[config.mk]
export PLATFORM = sky130hd
export DESIGN_NAME = ha_array_product_reducer
export DESIGN_NICKNAME = d
export VERILOG_FILES = /design/src/rtl/ha_array_product_reducer.sv
export SDC_FILE = /design/constraint.sdc
export NUM_CORES = 1
export LEC_CHECK = 0
export ABC_AREA = 1
export BUFFER_PORTS_ARGS = -buffer_cell sky130_fd_sc_hd__buf_2
export CAP_MARGIN = 0
export CORE_MARGIN = 2
export CORE_UTILIZATION = 55
export DETAILED_ROUTE_END_ITERATION = 16
export HOLD_SLACK_MARGIN = 0.05
export PLACE_DENSITY = 0.8
export REMOVE_ABC_BUFFERS = 1
export SYNTH_ARGS = -nofsm -noshare
export SYNTH_HDL_FRONTEND = slang
export SYNTH_SLANG_ARGS = --single-unit
[constraint.sdc]
create_clock -name clk -period 4.5 [get_ports clk]
set_input_delay 0 -clock clk [delete_from_list [all_inputs] [get_ports clk]]
set_output_delay 0 -clock clk [all_outputs]
set_load 0.03 [all_outputs]
[src/rtl/ha_array_product_reducer.sv]
// Final reduction of an 8x8 half-adder array into a clamped 16-bit product.
// Two register stages (row values, then clamped sum) share a single global stall.
module ha_array_product_reducer (
    input  logic        clk,
    input  logic        rst_n,
    input  logic [8:0]  ha_array_0_t,
    input  logic [8:0]  ha_array_1_t,
    input  logic [8:0]  ha_array_2_t,
    input  logic [8:0]  ha_array_3_t,
    input  logic [6:0]  ha_array_0_b,
    input  logic [6:0]  ha_array_1_b,
    input  logic [6:0]  ha_array_2_b,
    input  logic [6:0]  ha_array_3_b,
    input  logic        in_valid,
    output logic        in_ready,
    output logic [15:0] product,
    output logic        sat,
    output logic        out_valid,
    input  logic        out_ready,
    output logic [15:0] sat_count
);

    logic [8:0]  top_vec [4];
    logic [6:0]  bot_vec [4];
    logic [9:0]  row_next [4];
    logic [9:0]  row_q [4];
    logic        s1_valid;
    logic        advance;
    logic [16:0] sum_s;
    logic        sat_next;
    logic [15:0] product_next;

    assign top_vec[0] = ha_array_0_t;
    assign top_vec[1] = ha_array_1_t;
    assign top_vec[2] = ha_array_2_t;
    assign top_vec[3] = ha_array_3_t;
    assign bot_vec[0] = ha_array_0_b;
    assign bot_vec[1] = ha_array_1_b;
    assign bot_vec[2] = ha_array_2_b;
    assign bot_vec[3] = ha_array_3_b;

    // Bottom vectors sit two bit positions above their top vector.
    always_comb begin
        for (int k = 0; k < 4; k++) begin
            row_next[k] = {1'b0, top_vec[k]} + {1'b0, bot_vec[k], 2'b00};
        end
    end

    assign advance  = !out_valid || out_ready;
    assign in_ready = advance;

    always_ff @(posedge clk) begin
        if (!rst_n) begin
            s1_valid <= 1'b0;
        end else if (advance) begin
            s1_valid <= in_valid;
            if (in_valid) begin
                for (int k = 0; k < 4; k++) begin
                    row_q[k] <= row_next[k];
                end
            end
        end
    end

    // Max sum is 86615, so bit 16 alone flags overflow of the 16-bit result.
    always_comb begin
        sum_s = {7'b0, row_q[0]}
              + {5'b0, row_q[1], 2'b00}
              + {3'b0, row_q[2], 4'b0000}
              + {1'b0, row_q[3], 6'b000000};
        sat_next     = sum_s[16];
        product_next = sat_next ? 16'hFFFF : sum_s[15:0];
    end

    always_ff @(posedge clk) begin
        if (!rst_n) begin
            out_valid <= 1'b0;
            product   <= 16'h0000;
            sat       <= 1'b0;
        end else if (advance) begin
            out_valid <= s1_valid;
            if (s1_valid) begin
                product <= product_next;
                sat     <= sat_next;
            end
        end
    end

    always_ff @(posedge clk) begin
        if (!rst_n) begin
            sat_count <= 16'h0000;
        end else if (out_valid && out_ready && sat && (sat_count != 16'hFFFF)) begin
            sat_count <= sat_count + 16'd1;
        end
    end

endmodule

==> flow_summary.yaml, run 1 <==
floorplan:
  start_util_pct: 56.00
  row_count: 35
  die_y_microns: 100.3
  die_area_sq_mm: 0.01006
  top_level_ports: 103
  die_w_microns: 100.3
  core_sq_mm: 0.009109
clock_network:
  ctsResizeCount: 0
  cts-root-buf: "clkbuf_8"
  htree_levels: 3
  postCtsSetupBuffers: 0
  cts_made_buffers: 9
  clock_sinks: 75
  cts_tree: "yes"
  clk_pin_slew_ns: 0.08
  clockBufferDepth: 2
  clock_latency_ns: 0.35
setup_path:
  crit_required_ns: 4.74
  cp_max_fo: 14
  endpoint_kind: "flop"
  r2r-end: "product[0]"
  critPathLaunchType: "flop"
  worstSetupPathType: "flop to flop"
  rrSetupSlack_ns: 1.51
  rr_worst_depth: 14
  arrival_ns: 3.23
  reg2reg_from: "row_q[0][4]"
synthesis:
  synthMuxAreaShare_pct: 0
  synth_top_area_share_pct: 23.55
  synth_top_family_by_area: "simple AND/OR/NAND/NOR gates"
  yosys.area_share.simple_pct: 20.06
  yosysSeqAreaShare_pct: 37.28
  async_reset_ff_share_pct: 0
  synth_area_sq_mm: 0.005101
  synth_area_leaders: "edfxtp_1, dfxtp_1, ha_1"
  ys_warn_count: 0
  synth_compound_area_share_pct: 8.143
  synthCells: 624
  synth_fa_ha_area_share_pct: 19.67
  ys_types: 33
  yosysMostFrequentCell: "nand2_1"
  yosysTopAreaCell: "edfxtp_1"
  synth-xor-area-share_pct: 5.494
  synth_edf_count: 40
  ys_seq_elements: 75
  synth_area_per_cell_sq_um: 8.175
  synthFlopType: "edfxtp_1"
  synth_common_cells: "nand2_1, inv_1, nor2_1, ha_1, a21oi_1"
place:
  hpwl_microns: 7991
  place.gp.congestion: 0.8828
  placed_cells: 831
  numPortBuffers: 102
pwr:
  ir_drop_v: 0.0001798
  power_leakage_nw: 3.095
  pwr_density_cell_mw_per_mm2: 329.0
sta:
  fin_worst_skew_ns: 0.01458
  grt_setup_unrepaired: "false"
  period_share_pct: 66.39
  maxSlewViolCount: 0
  finalSetupViolCount: 0
  slew_headroom_pct: 29.24
  hold_viol_final: 0
  setup_tns_ns: 0
  fmax_mhz: 334.7
  min_period_ns: 2.987
  worst_pin_slew_ns: 1.059
hold_path:
  hp-class: "primary input to flop"
  worstHoldEndpoint: "row_q[3][9]"
  hold_start: "ha_array_3_b[6]"
  holdPathStages: 4
drt:
  wl_microns: 10080
  antenna_left: 0
  vias_per_cell: 4.873
  drc: 0
  first_iter_violations: 134
  wire_per_inst_microns: 11.64
  firstDrtPassIters: 4
  route.vias.total: 4220
status:
  status: "completed"
finish:
  n_antenna_cell: 0
  fin_cells: 866
  drive_gt1_share_pct: 17.48
  final_nets: 888
  syn_to_final_growth_pct: 20.19
global_routing:
  grtUsageTotal_pct: 21.02
  grt_pass1_vias: 4024
  grt_max_degree: 41
  grt_overflow_total: 0
  grt_pass1_wl_microns: 16910
  antenna_found_initial: 0
flow_run:
  maxCapViolCount: 0
where the power goes:
part	switching [mW]	internal, mW
clock network	0.245	0.298
registers	0.0147	0.776
logic	0.421	0.263
total	0.681	1.34
per-layer routing:
layer  wire length (microns)  part of all wire (%)  vias to the layer above  track usage [%]
met3                     341                   3.4                       15            2.925
met5                       0                     0                        -                0
met4                     172                   1.7                        0            7.271
met1                    4636                    46                     1885            25.99
li1                        -                     -                     2233                -
met2                    4925                    49                       87            37.58
state kept, by name (all words and copies together), names as in the netlist:
name       count
product       16
sat            1
s1_valid       1
row_q         40
sat_count     16
out_valid      1
layout by cell type, fill, tap and decap left out, drive strengths merged, types with 4 or more instances in the layout:
cell type and instances:
nor3 5, o21ai 25, ha 53, fa 17, inv 116, xor2 17, nor2 60, dlygate4sd3 19
a21oi 46, xnor2 15, o211ai 4, edfxtp 40, nand2 150, buf 103, clkbuf 14, nand4 8
dfxtp 35, nand3 22
worst max path at each step:
stage                start           to  slack, ns  cells past startpoint
2_1_floorplan    out_valid  row_q[0][0]       1.51                      3
3_3_place_gp   row_q[0][4]   product[0]       1.62                     14
3_5_place_dp   row_q[0][4]   product[0]       1.52                     14
4_1_cts        row_q[0][4]   product[0]       1.49                     14
5_1_grt        row_q[0][4]   product[0]       1.30                     14
6_report       row_q[0][4]   product[0]       1.51                     14
metrics by stage:
step                util, %  area (sq um)  worst slack (ns)  hold slack, ns  total power [mW]
finish                67.31          6131             1.513          0.1009             2.017
global route          67.31          6131             1.304          0.1346             2.160
CTS                   67.31          6131             1.489         0.09220             2.034
detailed placement    62.84          5724             1.517          0.1781             1.476
global placement      62.84          5724             1.619          0.1783             1.467
floorplan                 -          5060             1.508         0.09887             1.295
cells by family after synthesis:
kind of cell,count (synthesis)
AND/OR/NAND/NOR,247
adder cells (fa/ha/maj),70
AO/OA/AOI/OAI,77
flip-flops,75
buffers and inverters,123
XOR/XNOR,32
worst max-delay path: stages, from the launching register on:
cell      delay (ns)
edfxtp_1        0.34
inv_1           0.06
fa_1            0.53
inv_1           0.05
ha_1            0.30
ha_1            0.25
fa_1            0.43
nand2_1         0.09
nand3_1         0.08
nand3_1         0.08
nand2_1         0.09
nand2_1         0.08
nand3_2         0.21
o21ai_0         0.23
inv_1           0.05
area by class of cell:
type,count,area [sq um]
Inverter,116,435.4
Fill cell,747,2978
Clock inverter,2,11.26
Tap cell,111,138.9
Clock buffer,14,205.2
Multi-Input combinational cell,426,2730
Sequential cell,75,1902
Timing Repair Buffer,122,708.2
what timing repair did:
action	CTS	global route
endpoints found under the setup margin	0	0
hold buffers	19	0
hold endpoints to repair	27	0
No activity file was read; power rests on OpenSTA's default activity.
==> inputs of run 2 (changes only) <==
CORE_UTILIZATION = 51   (was 55)
PLACE_DENSITY = 0.78   (was 0.8)
clock period = 2.5 ns   (was 4.5 ns; I/O delays follow)
==> flow_summary.yaml, run 2 (synthesis results as in run 1) <==
pwr:
  power_leakage_nw: 3.229
  pwr-share-comb_pct: 41.3
  p_int_mw: 2.741
  clockPowerShare_pct: 24.6
  netSwitchingFraction_pct: 34.59
  power.total_mw: 4.191
  p_seq_share_pct: 34.1
  pwr_density_cell_mw_per_mm2: 630.5
  ir_drop_v: 0.0003155
  power_switching_mw: 1.449
finish:
  layout_commonest_cell: "nand2_1"
  drive_gt1_share_pct: 26.74
  final_nets: 911
  final_area_sq_mm: 0.006646
  top_register: "row_q"
  top_regs: "row_q: 40 flops, product: 16 flops, sat_count: 16 flops"
  syn_to_final_growth_pct: 30.29
  layout_common_cells: "nand2_1, inv_1, buf_2"
  largest_reg_flops: 40
  fill_cells: 815
  n_antenna_cell: 0
setup_path:
  crit_required_ns: 2.76
  rrSetupSlack_ns: -0.19
  cp_max_fo: 7
  endpoint_kind: "flop"
  reg2reg_from: "row_q[2][2]"
  arrival_ns: 2.95
  worstSetupPathType: "flop to flop"
  rr_worst_depth: 14
  r2r-end: "product[11]"
  critPathLaunchType: "flop"
sta:
  hold_viol_final: 0
  slew_headroom_pct: 53.97
  fin_ws_ns: -0.1925
  worst_pin_slew_ns: 0.6864
  period_share_pct: 107.7
  grt_setup_unrepaired: "true"
  maxSlewViolCount: 0
  holdWs_ns: 0.09473
  fin_worst_skew_ns: 0.01311
  finalSetupViolCount: 17
  fmax_mhz: 371.4
  min_period_ns: 2.693
place:
  placed_area_sq_mm: 0.005907
  place.gp.congestion: 0.8520
  numPortBuffers: 102
  hpwl_microns: 8275
clock_network:
  clk_pin_slew_ns: 0.08
  cts_tree: "yes"
  cts_made_buffers: 9
  clock_latency_ns: 0.36
  cts-root-buf: "clkbuf_8"
  htree_levels: 3
  clock_sinks: 75
  clockBufferDepth: 2
drt:
  first_iter_violations: 134
  wl_microns: 11120
  antenna_left: 0
  vias_per_cell: 4.822
  firstDrtPassIters: 5
  drc: 0
  wire_per_inst_microns: 12.21
  route.vias.total: 4393
floorplan:
  die_area_sq_mm: 0.01082
  die_y_microns: 104.0
  start_util_pct: 52.43
  row_count: 36
  core_sq_mm: 0.009729
  top_level_ports: 103
  die_w_microns: 104.0
global_routing:
  grt_pass1_vias: 4358
  grt_overflow_total: 0
  antenna_found_initial: 0
  grt_max_degree: 41
  grtUsageTotal_pct: 21.21
  grt_pass1_wl_microns: 18880
hold_path:
  hp-class: "primary input to flop"
  worstHoldEndpoint: "row_q[3][9]"
  holdPathStages: 4
  hold_start: "ha_array_3_b[6]"
status:
  status: "finished, violations left"
  violations: "negative setup slack"
flow_run:
  maxCapViolCount: 0
==> run 2: layer usage <==
| layer | GRT usage, % | up-vias | wire length (microns) |
|---|---|---|---|
| li1 | - | 2278 | - |
| met1 | 25.84 | 2004 | 4875 |
| met2 | 37.97 | 97 | 5615 |
| met3 | 3.008 | 14 | 441 |
| met4 | 8.012 | 0 | 191 |
| met5 | 0 | - | 0 |
==> run 2: worst max path at each step <==
| stage | start | to | depth (start not counted) |
|---|---|---|---|
| floorplan | out_valid | row_q[0][0] | 3 |
| global placement | row_q[0][4] | product[13] | 15 |
| detailed placement | row_q[0][9] | product[14] | 14 |
| CTS | row_q[1][2] | product[12] | 15 |
| global route | row_q[2][2] | product[2] | 14 |
| finish | row_q[2][2] | product[11] | 14 |
==> run 2: area by class of cell <==
class | count | area [sq um] | share of cell area, %
multi-input cells | 426 | 3004 | 45.20
clock inverters | 5 | 76.32 | 1.148
inverters | 116 | 435.4 | 6.551
repair buffers | 145 | 920.9 | 13.86
clock buffers | 11 | 141.4 | 2.127
well taps | 133 | 166.4 | 2.504
flip-flops and latches | 75 | 1902 | 28.61
==> run 2: worst max-delay path, cell delays in order, from the launching register on <==
cell and delay [ns]:
edfxtp_1 0.35, inv_2 0.05, fa_1 0.56, inv_2 0.05, fa_2 0.55, ha_4 0.22
nand2_2 0.06, nand3_2 0.08, nand3_2 0.07, nand2_2 0.07, nand2_2 0.09, nand3_4 0.11
buf_12 0.18, nor2_2 0.09, nor2_1 0.04
==> run 2: metrics by stage <==
stage                     TNS [ns]  util, %  setup slack [ns]  std cells
after floorplan             -21.96        -           -0.4916        617
after global placement      -3.113    60.71           -0.2109        872
after CTS                   -2.865    67.08           -0.2078        911
after detailed placement    -4.165    60.71           -0.2959        872
after global routing        -4.138    68.31           -0.2806        911
final                       -2.609    68.31           -0.1925        911
==> run 2: repair_timing <==
item                       in CTS  in global routing
resized for setup              43                 31
hold endpoints to repair       30                  0
buffers inserted                3                  0
hold buffers                   19                  0
pin swaps                      23                 16
setup endpoints to repair      17                 17
gates cloned                    1                  0
==> run 2: power groups by stage <==
stage	clock (mW)	combinational (mW)	sequential (mW)
global route	1.09	1.93	1.44
CTS	1.05	1.58	1.43
floorplan	0	0.824	1.51
detailed placement	0	1.34	1.45
finish	1.03	1.73	1.43
global placement	0	1.31	1.45
==> inputs of run 3 (changes only) <==
CTS_CLUSTER_SIZE = 12   (was not set)
PLACE_DENSITY = 0.83   (was 0.78)
==> flow_summary.yaml, run 3 (synthesis results as in run 1) <==
status:
  status: "finished, violations left"
  violations: "negative setup slack"
setup_path:
  worstPathCellList: "inv_2 -> fa_1 -> inv_2 -> ha_4 -> ha_4 -> fa_2 -> nand2_2 -> nand3_2 -> nand3_2 -> nand2_2 -> nand2_2 -> nand3_4 -> buf_16 -> nor2_4 -> nor2_2"
  arrival_ns: 2.91
  crit_required_ns: 2.75
  crit_top_cell: "nand2_2"
  endpoint_kind: "flop"
  cpPeakStageDelay_ns: 0.55
  worstSetupPathType: "flop to flop"
  crit_buf_inv: 3
  crit_slowest_cell: "fa_1"
  cp_max_fo: 6
  critPathLaunchType: "flop"
  path_delay_family: "adder cells"
drt:
  antenna_left: 0
  route.vias.total: 4458
  wire_per_inst_microns: 12.13
  wl_microns: 11040
  first_iter_violations: 156
  vias_per_cell: 4.899
  firstDrtPassIters: 4
  drc: 0
finish:
  fill_cells: 817
  top_regs: "row_q: 40 flops, product: 16 flops, sat_count: 16 flops"
  layout_commonest_cell: "nand2_1"
  largest_reg_flops: 40
  layout_common_cells: "nand2_1, inv_1, buf_2"
  fin_cells: 910
  drive_gt1_share_pct: 26.51
  final_nets: 910
  top_register: "row_q"
  n_antenna_cell: 0
  syn_to_final_growth_pct: 29.46
floorplan:
  start_util_pct: 52.43
  die_y_microns: 104.0
  core_sq_mm: 0.009729
  die_area_sq_mm: 0.01082
  die_w_microns: 104.0
  top_level_ports: 103
  row_count: 36
place:
  place.gp.congestion: 0.9065
  numPortBuffers: 102
  hpwl_microns: 8295
  dp_slack_ns: -0.2755
  placed_cells: 874
flow_run:
  maxCapViolCount: 0
pwr:
  power_leakage_nw: 3.220
  power.total_mw: 4.037
  ir_drop_v: 0.0003493
  pwr_density_cell_mw_per_mm2: 611.3
clock_network:
  htree_levels: 3
  clk_pin_slew_ns: 0.07
  clock_sinks: 75
  cts_tree: "yes"
  cts_made_buffers: 9
  cts-root-buf: "clkbuf_8"
  clock_latency_ns: 0.36
  clockBufferDepth: 2
sta:
  hold_viol_final: 0
  fmax_mhz: 376.2
  finalSetupViolCount: 17
  fin_ws_ns: -0.1581
  maxSlewViolCount: 0
  slew_headroom_pct: 55.11
  holdWs_ns: 0.1022
  setup_tns_ns: -2.195
  worst_pin_slew_ns: 0.6694
  period_share_pct: 106.3
  min_period_ns: 2.658
  grt_setup_unrepaired: "true"
  fin_worst_skew_ns: 0.01048
global_routing:
  grtUsageTotal_pct: 21.35
  grt_pass1_wl_microns: 18690
  grt_max_degree: 41
  grt_overflow_total: 0
  grt_pass1_vias: 4373
  antenna_found_initial: 0
hold_path:
  hp-class: "primary input to flop"
[run 3: cell type report]
type / count / area [sq um] / share of cell area, %
clock inverters: 6 / 56.30 / 0.8526
repair buffers: 144 / 905.9 / 13.72
inverters: 116 / 435.4 / 6.593
multi-input cells: 426 / 3010 / 45.59
flip-flops and latches: 75 / 1902 / 28.80
clock buffers: 10 / 127.6 / 1.933
well taps: 133 / 166.4 / 2.520
[run 3: routing by layer]
metal	global-route usage (%)	up-vias	routed length [microns]
met4	9.073	0	262
li1	-	2281	-
met2	39.00	114	5749
met1	23.82	2044	4546
met3	4.762	19	484
met5	0	-	0
[run 3: power by group]
part / switching [mW] / internal [mW]
clock: 0.443 / 0.452
sequential: 0.0318 / 1.40
combinational: 0.968 / 0.745
total: 1.44 / 2.59
[run 3: final timing paths]
kind	from	end	slack, ns	depth (start not counted)
max	row_q[1][2]	product[3]	-0.16	15
min	ha_array_3_b[6]	row_q[3][9]	0.10	4
max reg2reg	row_q[1][2]	product[3]	-0.16	15
min reg2reg	row_q[0][0]	product[0]	0.50	2
[run 3: metrics by stage]
| stage | util (%) | instance area, sq um |
|---|---|---|
| after CTS | 66.92 | 6511 |
| after floorplan | - | 5060 |
| final | 67.88 | 6604 |
| after global routing | 67.88 | 6604 |
| after global placement | 60.87 | 5922 |
| after detailed placement | 60.87 | 5922 |
[run 3: timing repair]
| item | 4_1_cts | 5_1_grt |
|---|---|---|
| setup buffers | 0 | 0 |
| endpoints found under the hold margin | 31 | 0 |
| pin swaps | 21 | 14 |
| gates cloned | 1 | 0 |
| gates resized for setup | 43 | 27 |
| hold buffers | 19 | 0 |
| setup endpoints to repair | 17 | 17 |
[run 3: worst min-delay path: stages]
cell	delay [ns]
buf_2	0.08
ha_1	0.13
a21oi_1	0.04
o211ai_1	0.09
